`src/rtl/cpu_pkg.sv`:
```
// Shared CPU front-end types: fetch queue entries, fetch FSM states and PC helpers.
package cpu_pkg;

  localparam int XLEN        = 32;
  localparam int INSTR_BYTES = 4;
  localparam logic [XLEN-1:0] RESET_PC_DEFAULT = 32'h0000_0000;

  typedef struct packed {
    logic [XLEN-1:0] pc;
    logic [XLEN-1:0] instr;
  } fetch_entry_t;

  typedef enum logic {
    FS_RUN  = 1'b0,
    FS_HALT = 1'b1
  } fetch_state_t;

  typedef struct packed {
    fetch_state_t state;
    logic [7:0]   q_count;
  } fetch_dbg_t;

  // Sequential PC; wraps modulo 2^32.
  function automatic logic [XLEN-1:0] pc_inc(input logic [XLEN-1:0] pc);
    return pc + XLEN'(INSTR_BYTES);
  endfunction

  // Redirect targets are forced onto a word boundary.
  function automatic logic [XLEN-1:0] pc_align(input logic [XLEN-1:0] pc);
    return pc & ~XLEN'(INSTR_BYTES - 1);
  endfunction

endpackage

```
`src/rtl/fetch_queue.sv`:
```
// Synchronous first-word-fall-through FIFO of fetch entries with flush.
module fetch_queue
  import cpu_pkg::*;
#(
  parameter int DEPTH = 2
) (
  input  logic                     clk,
  input  logic                     rst,
  input  logic                     push,
  input  fetch_entry_t             push_entry,
  input  logic                     pop,
  input  logic                     flush,
  output fetch_entry_t             head,
  output logic                     full,
  output logic                     empty,
  output logic [$clog2(DEPTH):0]   count
);

  localparam int AW = $clog2(DEPTH);
  localparam int CW = AW + 1;

  fetch_entry_t   mem_q [DEPTH];
  fetch_entry_t   mem_d [DEPTH];
  logic [AW-1:0]  wr_ptr_q, wr_ptr_d;
  logic [AW-1:0]  rd_ptr_q, rd_ptr_d;
  logic [CW-1:0]  count_q, count_d;
  logic           do_push;
  logic           do_pop;

  assign empty = (count_q == '0);
  assign full  = (count_q == CW'(DEPTH));
  assign count = count_q;
  // Head reads as zero when empty so downstream never sees stale data.
  assign head  = empty ? '0 : mem_q[rd_ptr_q];

  always_comb begin
    do_pop   = pop && !empty;
    do_push  = push && (!full || do_pop);
    mem_d    = mem_q;
    wr_ptr_d = wr_ptr_q;
    rd_ptr_d = rd_ptr_q;
    count_d  = count_q;
    if (flush) begin
      wr_ptr_d = '0;
      rd_ptr_d = '0;
      count_d  = '0;
    end else begin
      if (do_push) begin
        mem_d[wr_ptr_q] = push_entry;
        wr_ptr_d        = wr_ptr_q + AW'(1);
      end
      if (do_pop) begin
        rd_ptr_d = rd_ptr_q + AW'(1);
      end
      count_d = count_q + CW'(do_push) - CW'(do_pop);
    end
  end

  always_ff @(posedge clk) begin
    if (rst) begin
      for (int i = 0; i < DEPTH; i++) begin
        mem_q[i] <= '0;
      end
      wr_ptr_q <= '0;
      rd_ptr_q <= '0;
      count_q  <= '0;
    end else begin
      for (int i = 0; i < DEPTH; i++) begin
        mem_q[i] <= mem_d[i];
      end
      wr_ptr_q <= wr_ptr_d;
      rd_ptr_q <= rd_ptr_d;
      count_q  <= count_d;
    end
  end

endmodule

```
`src/rtl/instr_fetch_unit.sv`:
```
// Instruction fetch: owns the PC, reads a combinational instruction memory and
// buffers {pc, instr} in a prefetch queue that feeds decode.
module instr_fetch_unit
  import cpu_pkg::*;
#(
  parameter logic [XLEN-1:0] RESET_PC = RESET_PC_DEFAULT,
  parameter int              QDEPTH   = 2
) (
  input  logic            clk,
  input  logic            rst,
  output logic [XLEN-1:0] imem_addr,
  input  logic [XLEN-1:0] imem_instr,
  input  logic            fetch_halt,
  input  logic            redirect_valid,
  input  logic [XLEN-1:0] redirect_pc,
  output logic            if_valid,
  input  logic            if_ready,
  output logic [XLEN-1:0] if_instr,
  output logic [XLEN-1:0] if_pc,
  output logic [XLEN-1:0] if_pc_plus4,
  output logic [XLEN-1:0] instr_count,
  output fetch_dbg_t      dbg
);

  localparam int CW = $clog2(QDEPTH) + 1;

  fetch_state_t    state_q, state_d;
  logic [XLEN-1:0] pc_q, pc_d;
  logic [XLEN-1:0] instr_count_q, instr_count_d;
  logic            deq;
  logic            enq;
  fetch_entry_t    head;
  fetch_entry_t    push_entry;
  logic            q_full;
  logic            q_empty;
  logic [CW-1:0]   q_count;

  // Decode handshake: a transfer happens on any cycle where if_valid && if_ready;
  // if_valid/if_instr/if_pc hold steady until that transfer, and if_ready may
  // be high while if_valid is low without effect.
  assign if_valid    = !q_empty;
  assign if_instr    = head.instr;
  assign if_pc       = head.pc;
  assign if_pc_plus4 = q_empty ? '0 : pc_inc(head.pc);
  assign imem_addr   = pc_q;
  assign instr_count = instr_count_q;
  assign dbg.state   = state_q;
  assign dbg.q_count = 8'(q_count);

  always_comb begin
    deq              = if_valid && if_ready;
    enq              = (state_q == FS_RUN) && !fetch_halt && !redirect_valid
                       && (!q_full || deq);
    push_entry.pc    = pc_q;
    push_entry.instr = imem_instr;
    instr_count_d    = instr_count_q + XLEN'(deq);
    pc_d             = pc_q;
    if (redirect_valid) begin
      pc_d = pc_align(redirect_pc);
    end else if (enq) begin
      pc_d = pc_inc(pc_q);
    end
  end

  always_comb begin
    state_d = state_q;
    case (state_q)
      FS_RUN:  if (fetch_halt && !redirect_valid) state_d = FS_HALT;
      FS_HALT: if (!fetch_halt || redirect_valid) state_d = FS_RUN;
      default: state_d = FS_RUN;
    endcase
  end

  always_ff @(posedge clk) begin
    if (rst) begin
      state_q       <= FS_RUN;
      pc_q          <= RESET_PC;
      instr_count_q <= '0;
    end else begin
      state_q       <= state_d;
      pc_q          <= pc_d;
      instr_count_q <= instr_count_d;
    end
  end

  fetch_queue #(
    .DEPTH (QDEPTH)
  ) u_queue (
    .clk        (clk),
    .rst        (rst),
    .push       (enq),
    .push_entry (push_entry),
    .pop        (deq),
    .flush      (redirect_valid),
    .head       (head),
    .full       (q_full),
    .empty      (q_empty),
    .count      (q_count)
  );

endmodule

```
`config.mk`:
```
export PLATFORM = sky130hd
export DESIGN_NAME = instr_fetch_unit
export DESIGN_NICKNAME = d
export VERILOG_FILES = /design/src/rtl/cpu_pkg.sv /design/src/rtl/fetch_queue.sv /design/src/rtl/instr_fetch_unit.sv
export SDC_FILE = /design/constraint.sdc
export NUM_CORES = 1
export LEC_CHECK = 0
export BUFFER_PORTS_ARGS = -buffer_cell sky130_fd_sc_hd__buf_2
export CORE_MARGIN = 8
export CORE_UTILIZATION = 55
export CTS_BUF_LIST = sky130_fd_sc_hd__clkbuf_8
export DETAILED_ROUTE_END_ITERATION = 8
export PLACE_DENSITY = 0.9
export SYNTH_ARGS = -nofsm -noshare
export SYNTH_HDL_FRONTEND = slang
export SYNTH_SLANG_ARGS = --single-unit
```
`constraint.sdc`:
```
create_clock -name clk -period 4.7 [get_ports clk]
set_input_delay 1.175 -clock clk [delete_from_list [all_inputs] [get_ports clk]]
set_output_delay 1.175 -clock clk [all_outputs]
set_load 0.01 [all_outputs]
```
=== Yosys cells after proc, flatten, opt, wreduce, memory -nomap -nowiden ===
Index checks and enable logic that the tools add are counted.

* Bits in read-only memories: 0
* Bits of input ports: 69
* Latch bits: 0
* Word-level logic and storage cells: 58
* Bits in registers: 197
* RAM bits: 0
* Memories kept: 0
* Output and inout bits: 170

* Mux-type cells: 13
* Shift operators: 0
* Reductions and logical operators: 19
* Div/mod/pow operators: 0
* Equality and inequality tests: 1
* Bitwise gates (word level): 4
* $mul: 0
* Magnitude comparators: 3
* Add/sub/neg operators: 7

{| class="wikitable"
|+ Operator list
! kind !! number
|-
| 64-bit two-way mux || 5
|-
| 128-bit bitwise mux || 1
|-
| 32-bit two-way mux || 3
|-
| 32-bit by 3-bit adder with 32-bit output, second input constant || 2
|-
| 64-bit demux with 1-bit select || 1
|-
| 32-bit by 1-bit adder with 32-bit output || 1
|-
| 1-bit logical AND || 8
|-
| 2-bit >= comparator, second input constant || 2
|-
| 1-bit zero test || 4
|-
| 1-bit NOT with 2-bit output || 2
|-
| 1-bit logical OR || 3
|-
| 1-bit adder, second input constant || 2
|-
| 2-bit by 1-bit adder with 2-bit output || 1
|-
| 2-bit == test, second input constant || 1
|-
| 2-bit zero test || 1
|-
| 2-bit by 1-bit < comparator with 1-bit output, second input constant || 1
|-
| 1-bit two-way mux || 2
|-
| 1-bit NOT || 2
|-
| 1-bit one-hot mux with 2 select lines || 1
|-
| 2-bit AND reduction || 1
|-
| 2-bit nonzero test || 1
|-
| 2-bit OR reduction || 1
|-
| 2-bit by 1-bit subtractor with 2-bit output || 1
|}

=== Depth between registers and ports, before layout ===
Gate-level depths: netlist of the first run.

* Depth in word-level cells: 8
* Mapped depth: 11
* Depth with buffers taken out: 10

=== By module ===
From an unflattened synthesis of the first run, not the netlist that was laid out.

* Cells, all modules: 1180
* Area, all modules: 10548.9 sq um

{| class="wikitable"
|+ By module, submodules not included
! module !! times used !! cells an instance !! area an instance (sq um)
|-
| fetch_queue || 1 || 655 || 6490.0
|-
| instr_fetch_unit || 1 || 525 || 4058.9
|}

=== Worst setup path before layout of the first run ===
OpenSTA, ideal clock, no wires.

* Kind: reg2out
* Start: reg u_queue.count_q[0] (netlist: u_queue.count[0])
* End: out if_pc_plus4[18]
* Arrival time: 2.756 ns
* Required time: 3.525 ns
* Path buffers: 4
* Slack: 0.769 ns
* Stages on the path, launching flop included: 12
* Path through: dfxtp_1 nor2_1 buf_2 buf_2 buf_2 buf_2 nor2_1 ha_1 nor3b_2 nand4_4 nor4_2 xor2_1

* Cells in the longest elaborated chain, start to end: 4

{| class="wikitable"
|+ RTL lines
! item !! line !! RTL
|-
| start, declared || fetch_queue.sv:26 || <nowiki>logic [CW-1:0] count_q, count_d;</nowiki>
|-
| start signal, assigned || fetch_queue.sv:73 || <nowiki>count_q <= count_d;</nowiki>
|-
| 2-bit zero test || fetch_queue.sv:30 || <nowiki>assign empty = (count_q == '0);</nowiki>
|-
| 64-bit two-way mux || fetch_queue.sv:34 || <nowiki>assign head = empty ? '0 : mem_q[rd_ptr_q];</nowiki>
|-
| via if_pc[2] || instr_fetch_unit.sv:19 || <nowiki>output logic [XLEN-1:0] if_pc,</nowiki>
|-
| 32-bit by 3-bit adder with 32-bit output || cpu_pkg.sv:25 || <nowiki>return pc + XLEN'(INSTR_BYTES);</nowiki>
|-
| 32-bit two-way mux || instr_fetch_unit.sv:44 || <nowiki>assign if_pc_plus4 = q_empty ? '0 : pc_inc(head.pc);</nowiki>
|-
| end, declared || instr_fetch_unit.sv:20 || <nowiki>output logic [XLEN-1:0] if_pc_plus4,</nowiki>
|}

The timed path passes the listed nets, and every way through them passes these cells.

=== Worst setup path after layout of the first run ===
* Start: reg u_queue.rd_ptr_q
* End: out if_pc_plus4[31]

* Cells in the longest elaborated chain, start to end: 7

{| class="wikitable"
|+ RTL lines
! item !! line !! RTL
|-
| start, declared || fetch_queue.sv:25 || <nowiki>logic [AW-1:0] rd_ptr_q, rd_ptr_d;</nowiki>
|-
| start signal, assigned || fetch_queue.sv:72 || <nowiki>rd_ptr_q <= rd_ptr_d;</nowiki>
|-
| 1-bit NOT with 2-bit output (implied by the code) || fetch_queue.sv:34 ||
|-
| 64-bit two-way mux (implied by the code) (3 in series) || fetch_queue.sv:34 ||
|-
| 64-bit two-way mux || fetch_queue.sv:34 ||
|-
| 32-bit by 3-bit adder with 32-bit output || cpu_pkg.sv:25 ||
|-
| 32-bit two-way mux || instr_fetch_unit.sv:44 ||
|}

No other way between the ends. The select of a mux whose other input is x is not followed.

==> results of run 1 <==
-- synth_stat cells (2+ instances only) --
cell	number	area, um^2
nand2_1	308	1160
dfxtp_1	191	3820
a21oi_1	144	721
nor2_1	113	424
mux2i_1	62	621
clkbuf_1	41	154
xor2_1	38	333
buf_2	36	180
nand3_1	31	155
nand4_1	26	163
nor3_1	19	95.1
a31oi_1	18	113
o21ai_0	16	80.1
or3_1	16	100
buf_4	14	105
inv_1	14	52.6
xnor2_1	14	123
and3_1	8	50.1
o311ai_0	8	70.1
o211ai_1	7	52.6
and2_1	6	37.5
ha_1	6	75.1
nand3b_1	5	37.5
nor2b_1	5	31.3
nor4_2	5	62.6
and4_1	4	35.0
buf_6	4	45.0
mux2_2	4	45.0
nor3b_2	4	50.1
nor4_1	4	25.0
or4_1	4	30.0
a211oi_1	3	22.5
a222oi_1	3	30.0
a211oi_2	2	25.0
nand4_2	2	25.0
nand4b_1	2	17.5
nor3_2	2	20.0
nor3b_1	2	15.0
o31ai_1	2	15.0
o41ai_1	2	17.5
-- routing by layer --
layer | vias up | global-route usage [%]
met1 | 4282 | 31.9
met5 | - | 0
met3 | 44 | 6.37
met4 | 2 | 6.80
met2 | 424 | 38.5
li1 | 4444 | -
-- sequential cells by signal, summed over array words and instances, names as in the netlist --
signal	cells
u_queue.mem_q	124
u_queue.rd_ptr_q	1
imem_addr	30
state_q	1
instr_count	32
u_queue.wr_ptr_q	1
u_queue.count	2
-- per-stage QoR --
stage	area, um^2	utilization (%)	setup WS, ns
after floorplan	9430	-	0.769
after global placement	10500	63.0	0.662
after detailed placement	10500	63.0	0.651
after CTS	10900	65.5	0.124
after global routing	10900	65.5	0.00787
final	10900	65.5	0.171
-- area by class of cell --
class | instances | area (um^2) | share of cell area [%]
Inverter | 15 | 61.3 | 0.562
Sequential cell | 191 | 3830 | 35.1
Clock inverter | 13 | 160 | 1.47
Tap cell | 220 | 275 | 2.52
Multi-Input combinational cell | 918 | 5060 | 46.4
Clock buffer | 19 | 262 | 2.40
Timing Repair Buffer | 241 | 1250 | 11.5
-- tightest hold or removal path, stage by stage (launching register included) --
cell and delay (ns):
dfxtp_1 0.32, nand2_1 0.05, a21oi_1 0.05
-- cells in the final DEF, fill, tap and decap left out, types with 17 or more instances in the layout --
master      n
nand4_1    26
nand2_1   307
xor2_1     38
dfxtp_1   190
buf_2     223
a31oi_1    18
buf_4      17
mux2i_1    62
a21oi_1   144
nor3_1     19
clkbuf_8   19
nor2_1    112
nand3_1    31
-- path summary, 6_finish.rpt --
path,to,start,depth (start not counted),slack [ns]
max reg2reg,instr_count[30],u_queue.count[0],11,1.58
min reg2reg,u_queue.mem_q[45],u_queue.mem_q[45],2,0.46
max,if_pc_plus4[31],u_queue.rd_ptr_q,6,0.17
min,u_queue.mem_q[45],u_queue.mem_q[45],2,0.46
-- cell families (layout without fill, tap and decap cells) --
kind of cell | count (synthesis) | after routing
buffers and inverters | 112 | 288
AND/OR/NAND/NOR | 572 | 572
flip-flops | 191 | 191
multiplexers | 66 | 66
XOR/XNOR | 52 | 52
AO/OA/AOI/OAI | 210 | 210
other | 1 | 12
adder cells (fa/ha/maj) | 6 | 6
-- report_power, final --
part	leakage, nW	total [mW]	internal (mW)	switching [mW]
clock	0.213	1.14	0.557	0.584
combinational	2.48	0.266	0.0918	0.174
sequential	1.55	1.71	1.66	0.0533
total	4.24	3.12	2.30	0.812
==> results_dict.tcl, run 1 <==
set metrics [dict create \
    grt_usage_pct 24.3 \
    remaining_drc_errors 0 \
    finalSetupTns_ns 0 \
    status "complete, no violations" \
    nNetsFinal 1459 \
    synth-xor-area-share_pct 4.85 \
    synth_warnings 0 \
    min_period_over_period_pct 96.4 \
    synth.avg_cell_area_um2 7.76 \
    synth-seq-area-share_pct 40.7 \
    wl_per_cell_um 16.7 \
    die_area_um2 21500 \
    synth-compound-area-share_pct 12.7 \
    power.static_leakage_nw 4.24 \
    clk_path_buf_depth 2 \
    pwr_density_cell_nw_per_um2 286 \
    antennaDiodeCount 0 \
    io_pins 239 \
    initial_utilization_pct 56.4 \
    holdWs_ns 0.457 \
    drt_first_pass_iters 5 \
    cp_slowest_stage_delay_ns 0.76 \
    arrival_ns 3.35 \
    grt_pass1_wl_um 43600 \
    drtAntennaViolNets 0 \
    synth_area_um2 9390 \
    yosys_most_used_dff "dfxtp_1" \
    clk_latency_ns 0.46 \
    path_class "reg2out" \
    wl_met3_um 2450 \
    setup_violations 0 \
    grt_max_degree 144 \
    relSlewSlack_pct 29.8 \
    power_mw 3.12 \
    synth_top_family_by_area "simple AND/OR/NAND/NOR gates" \
    worst_pin_slew_ns 1.05 \
    hold_viol 0 \
    end_kind "output port" \
    syn-instance-count 1210 \
    rows 47 \
    synthAdderAreaFrac_pct 0.799 \
    die_w_um 147 \
    crit_buf_inv 1 \
    synth_edf_count 0 \
    top_layer "met5" \
    drive_gt1_share_pct 21.7 \
    wirelength_um 27100 \
    synth-simple-area-share_pct 27.8 \
    max-cap-violations 0 \
    vias 9196 \
    synth_cell_types 55 \
    clock_sinks 191 \
    path_delay_family "simple AND/OR/NAND/NOR gates" \
    max_freq_mhz 221 \
    crit_chain "mux2i_1, nor4_2, nand4_2, nor4_2, mux2i_1, buf_2" \
    post_cts_buffers 0 \
    min_period_ns 4.53 \
    cts-root-buf "clkbuf_8" \
    grt_pass1_vias 8692 \
    crit_required_ns 3.52 \
    io_buffers 224 \
    cp-start-kind "flip-flop" \
    drv_slew 0 \
    finClkSkew_ns 0.0173 \
    hp-class "reg2reg" \
    grt.overflow.total 0 \
    layoutNonFillerInstCount 1617 \
    ys_async_sr_fraction_pct 0 \
    postCtsHoldBufs 0 \
    met1_length_um 11600 \
    clk_pin_slew_ns 0.09 \
    dpl.cell_count 1585 \
    cts_made_buffers 17 \
    n_fill_cell 1407 \
    cts_max_level 4 \
    synth-seq-cells 191 \
    gp_congestion 0.878 \
    muxShareOfSynthArea_pct 7.09 \
    rsz0062_at_grt "no" \
    vias_per_cell 5.69 \
    wl_met2_um 12500 \
    areaGrowthSynthToFinish_pct 16.1 \
    cts_resized 0 \
    first_iter_violations 846 \
    irDropWorstVdd_uv 163 \
    crit_slowest_cell "dfxtp_4" \
    antenna_found_initial 1 \
    detailed_place_hpwl_um 19100 \
    critPathMaxFanout 41 \
    core_area_um2 16600 \
    cts_tree "done" \
    fp.dieH_um 147 \
]
No activity file was read; power rests on OpenSTA's default activity.
==> run 2, diff against run 1 <==
--- a/config.mk
+++ b/config.mk
@@ -5,12 +5,13 @@
 export SDC_FILE = /design/constraint.sdc
 export NUM_CORES = 1
 export LEC_CHECK = 0
-export BUFFER_PORTS_ARGS = -buffer_cell sky130_fd_sc_hd__buf_2
+export BUFFER_PORTS_ARGS = -buffer_cell sky130_fd_sc_hd__buf_4
 export CORE_MARGIN = 8
 export CORE_UTILIZATION = 55
 export CTS_BUF_LIST = sky130_fd_sc_hd__clkbuf_8
 export DETAILED_ROUTE_END_ITERATION = 8
 export PLACE_DENSITY = 0.9
+export SLEW_MARGIN = 20
 export SYNTH_ARGS = -nofsm -noshare
 export SYNTH_HDL_FRONTEND = slang
 export SYNTH_SLANG_ARGS = --single-unit
==> run 2 against run 1 <==
Effect of this change:
- core utilization grew 3.5 points
- clock power hardly changed
- critical path depth rose by 3
- maximum frequency increased by 3.4%
- sequential power barely moved
- die area stayed put
- combinational power rose by 12%
- flip-flop and latch count unchanged
- cell area rose by 5.4%
- critical path type unchanged
- critical endpoint is now if_pc_plus4[18]
- largest power group unchanged
- highest routed layer is now met4
==> results_dict.tcl, run 2 (synthesis results as in run 1) <==
set metrics [dict create \
    vias_per_cell 5.68 \
    max_freq_mhz 228 \
    crit_required_ns 3.52 \
    antennaDiodeCount 0 \
    first_iter_violations 647 \
    antenna_found_initial 0 \
    clk_path_buf_depth 2 \
    fp.dieH_um 147 \
    status "complete, no violations" \
    drive_gt1_share_pct 21.6 \
    clk_pin_slew_ns 0.09 \
    rr_startpoint "u_queue.count[0]" \
    power.static_leakage_nw 4.30 \
    reg2reg_depth 11 \
    setup_violations 0 \
    max-cap-violations 0 \
    cts_max_level 4 \
    cts_tree "done" \
    wirelength_um 27700 \
    grt_usage_pct 24.7 \
    top_register "u_queue.mem_q" \
    hp-class "reg2reg" \
    path_class "reg2out" \
    irDropWorstVdd_uv 202 \
    nNetsFinal 1459 \
    grt_pass1_wl_um 44300 \
    worst_pin_slew_ns 1.00 \
    cp-start-kind "flip-flop" \
    io_buffers 224 \
    drtAntennaViolNets 0 \
    grt.overflow.total 0 \
    initial_utilization_pct 56.4 \
    r2r-end "instr_count[30]" \
    min_period_ns 4.38 \
    vias 9190 \
    drv_slew 0 \
    largest_register_ffs 124 \
    n_fill_cell 1351 \
    detailed_place_hpwl_um 19700 \
    die_w_um 147 \
    io_pins 239 \
    holdWs_ns 0.456 \
    reg2reg_setup_slack_ns 1.62 \
    remaining_drc_errors 0 \
    grt_pass1_vias 8586 \
    rows 47 \
    hold_depth 2 \
    critPathMaxFanout 16 \
    hold_viol 0 \
    layout_common_cells "307 x nand2_1, 236 x buf_4, 190 x dfxtp_1" \
    rsz0062_at_grt "no" \
    finClkSkew_ns 0.0140 \
    pwr_density_cell_nw_per_um2 273 \
    core_area_um2 16600 \
    final_common_cell "nand2_1" \
    clk_latency_ns 0.46 \
    wl_per_cell_um 17.1 \
    cts_resized 0 \
    areaGrowthSynthToFinish_pct 22.4 \
    cts_made_buffers 17 \
    drt_first_pass_iters 7 \
    cts-root-buf "clkbuf_8" \
    finalSetupTns_ns 0 \
    die_area_um2 21500 \
    gp_congestion 0.859 \
    hold_start "u_queue.mem_q[49]" \
    grt_max_degree 139 \
    min_period_over_period_pct 93.2 \
    min_to "u_queue.mem_q[49]" \
    relSlewSlack_pct 33.0 \
    end_kind "output port" \
    arrival_ns 3.20 \
    clock_sinks 191 \
]
-- run 2: changes by cell type in the layout (fill, tap and decap cells not counted) --
| cell | change |
|---|---|
| buf_2 | -223 |
| buf_4 | +219 |
| buf_12 | +3 |
| buf_8 | +1 |
| clkbuf_8 | -1 |
| clkinv_2 | +1 |
| clkinv_4 | -1 |
| clkinvlp_4 | -1 |
| inv_1 | +1 |
| inv_6 | +1 |
-- run 2: per-stage QoR --
step                power [mW]  std cells  util (%)  cell area (um^2)  setup WS (ns)
CTS                       3.14       1616      69.0             11500          0.176
floorplan                 1.91       1221         -              9430          0.769
global placement          2.03       1584      66.5             11100          0.747
global route              3.26       1617      69.1             11500         0.0924
finish                    3.13       1617      69.1             11500          0.321
detailed placement        2.04       1584      66.5             11100          0.709
-- run 2: worst max path at each step --
stage,start,end,slack (ns),cells after the start
global route,u_queue.rd_ptr_q,if_pc_plus4[18],0.09,9
CTS,u_queue.rd_ptr_q,if_pc_plus4[18],0.18,9
finish,u_queue.rd_ptr_q,if_pc_plus4[18],0.32,9
global placement,u_queue.rd_ptr_q,if_pc_plus4[31],0.75,7
floorplan,u_queue.count[0],if_pc_plus4[18],0.77,11
detailed placement,u_queue.rd_ptr_q,if_pc_plus4[18],0.71,9
-- run 2: final cells by class --
| type | instances | area, um^2 | share of cell area, % |
|---|---|---|---|
| clock buffer | 18 | 248 | 2.16 |
| clock inverter | 14 | 161 | 1.40 |
| inverter | 15 | 61.3 | 0.533 |
| multi-input combinational | 918 | 5060 | 44.0 |
| sequential | 191 | 3830 | 33.3 |
| tap | 220 | 275 | 2.40 |
| timing repair buffer | 241 | 1860 | 16.2 |
-- run 2: metal layers --
metal / global-route usage (%) / share of wire [%] / vias up
met5: 0 / 0 / -
met4: 8.60 / 1.7 / 0
met3: 6.18 / 9.2 / 44
met2: 39.1 / 47 / 433
met1: 31.9 / 42 / 4275
li1: - / - / 4438
-- run 2: what timing repair did --
| item | CTS | global route |
|---|---|---|
| setup endpoints to repair | 0 | 5 |
| hold buffers | 0 | 0 |
| buffers inserted | 0 | 1 |
-- run 2: worst max-delay path, cell delays in order (launching register included) --
cell and delay, ns:
dfxtp_4 0.54, buf_4 0.29, mux2i_1 0.15, nor2_1 0.19, ha_1 0.25, nor3b_2 0.36, nand4_4 0.28, nor4_2 0.34
xor2_1 0.19, buf_4 0.15
-- run 2: power by group --
group          internal (mW)  leakage [nW]  switching (mW)
registers               1.66          1.55          0.0527
clock network          0.541         0.215           0.587
logic                  0.121          2.54           0.177
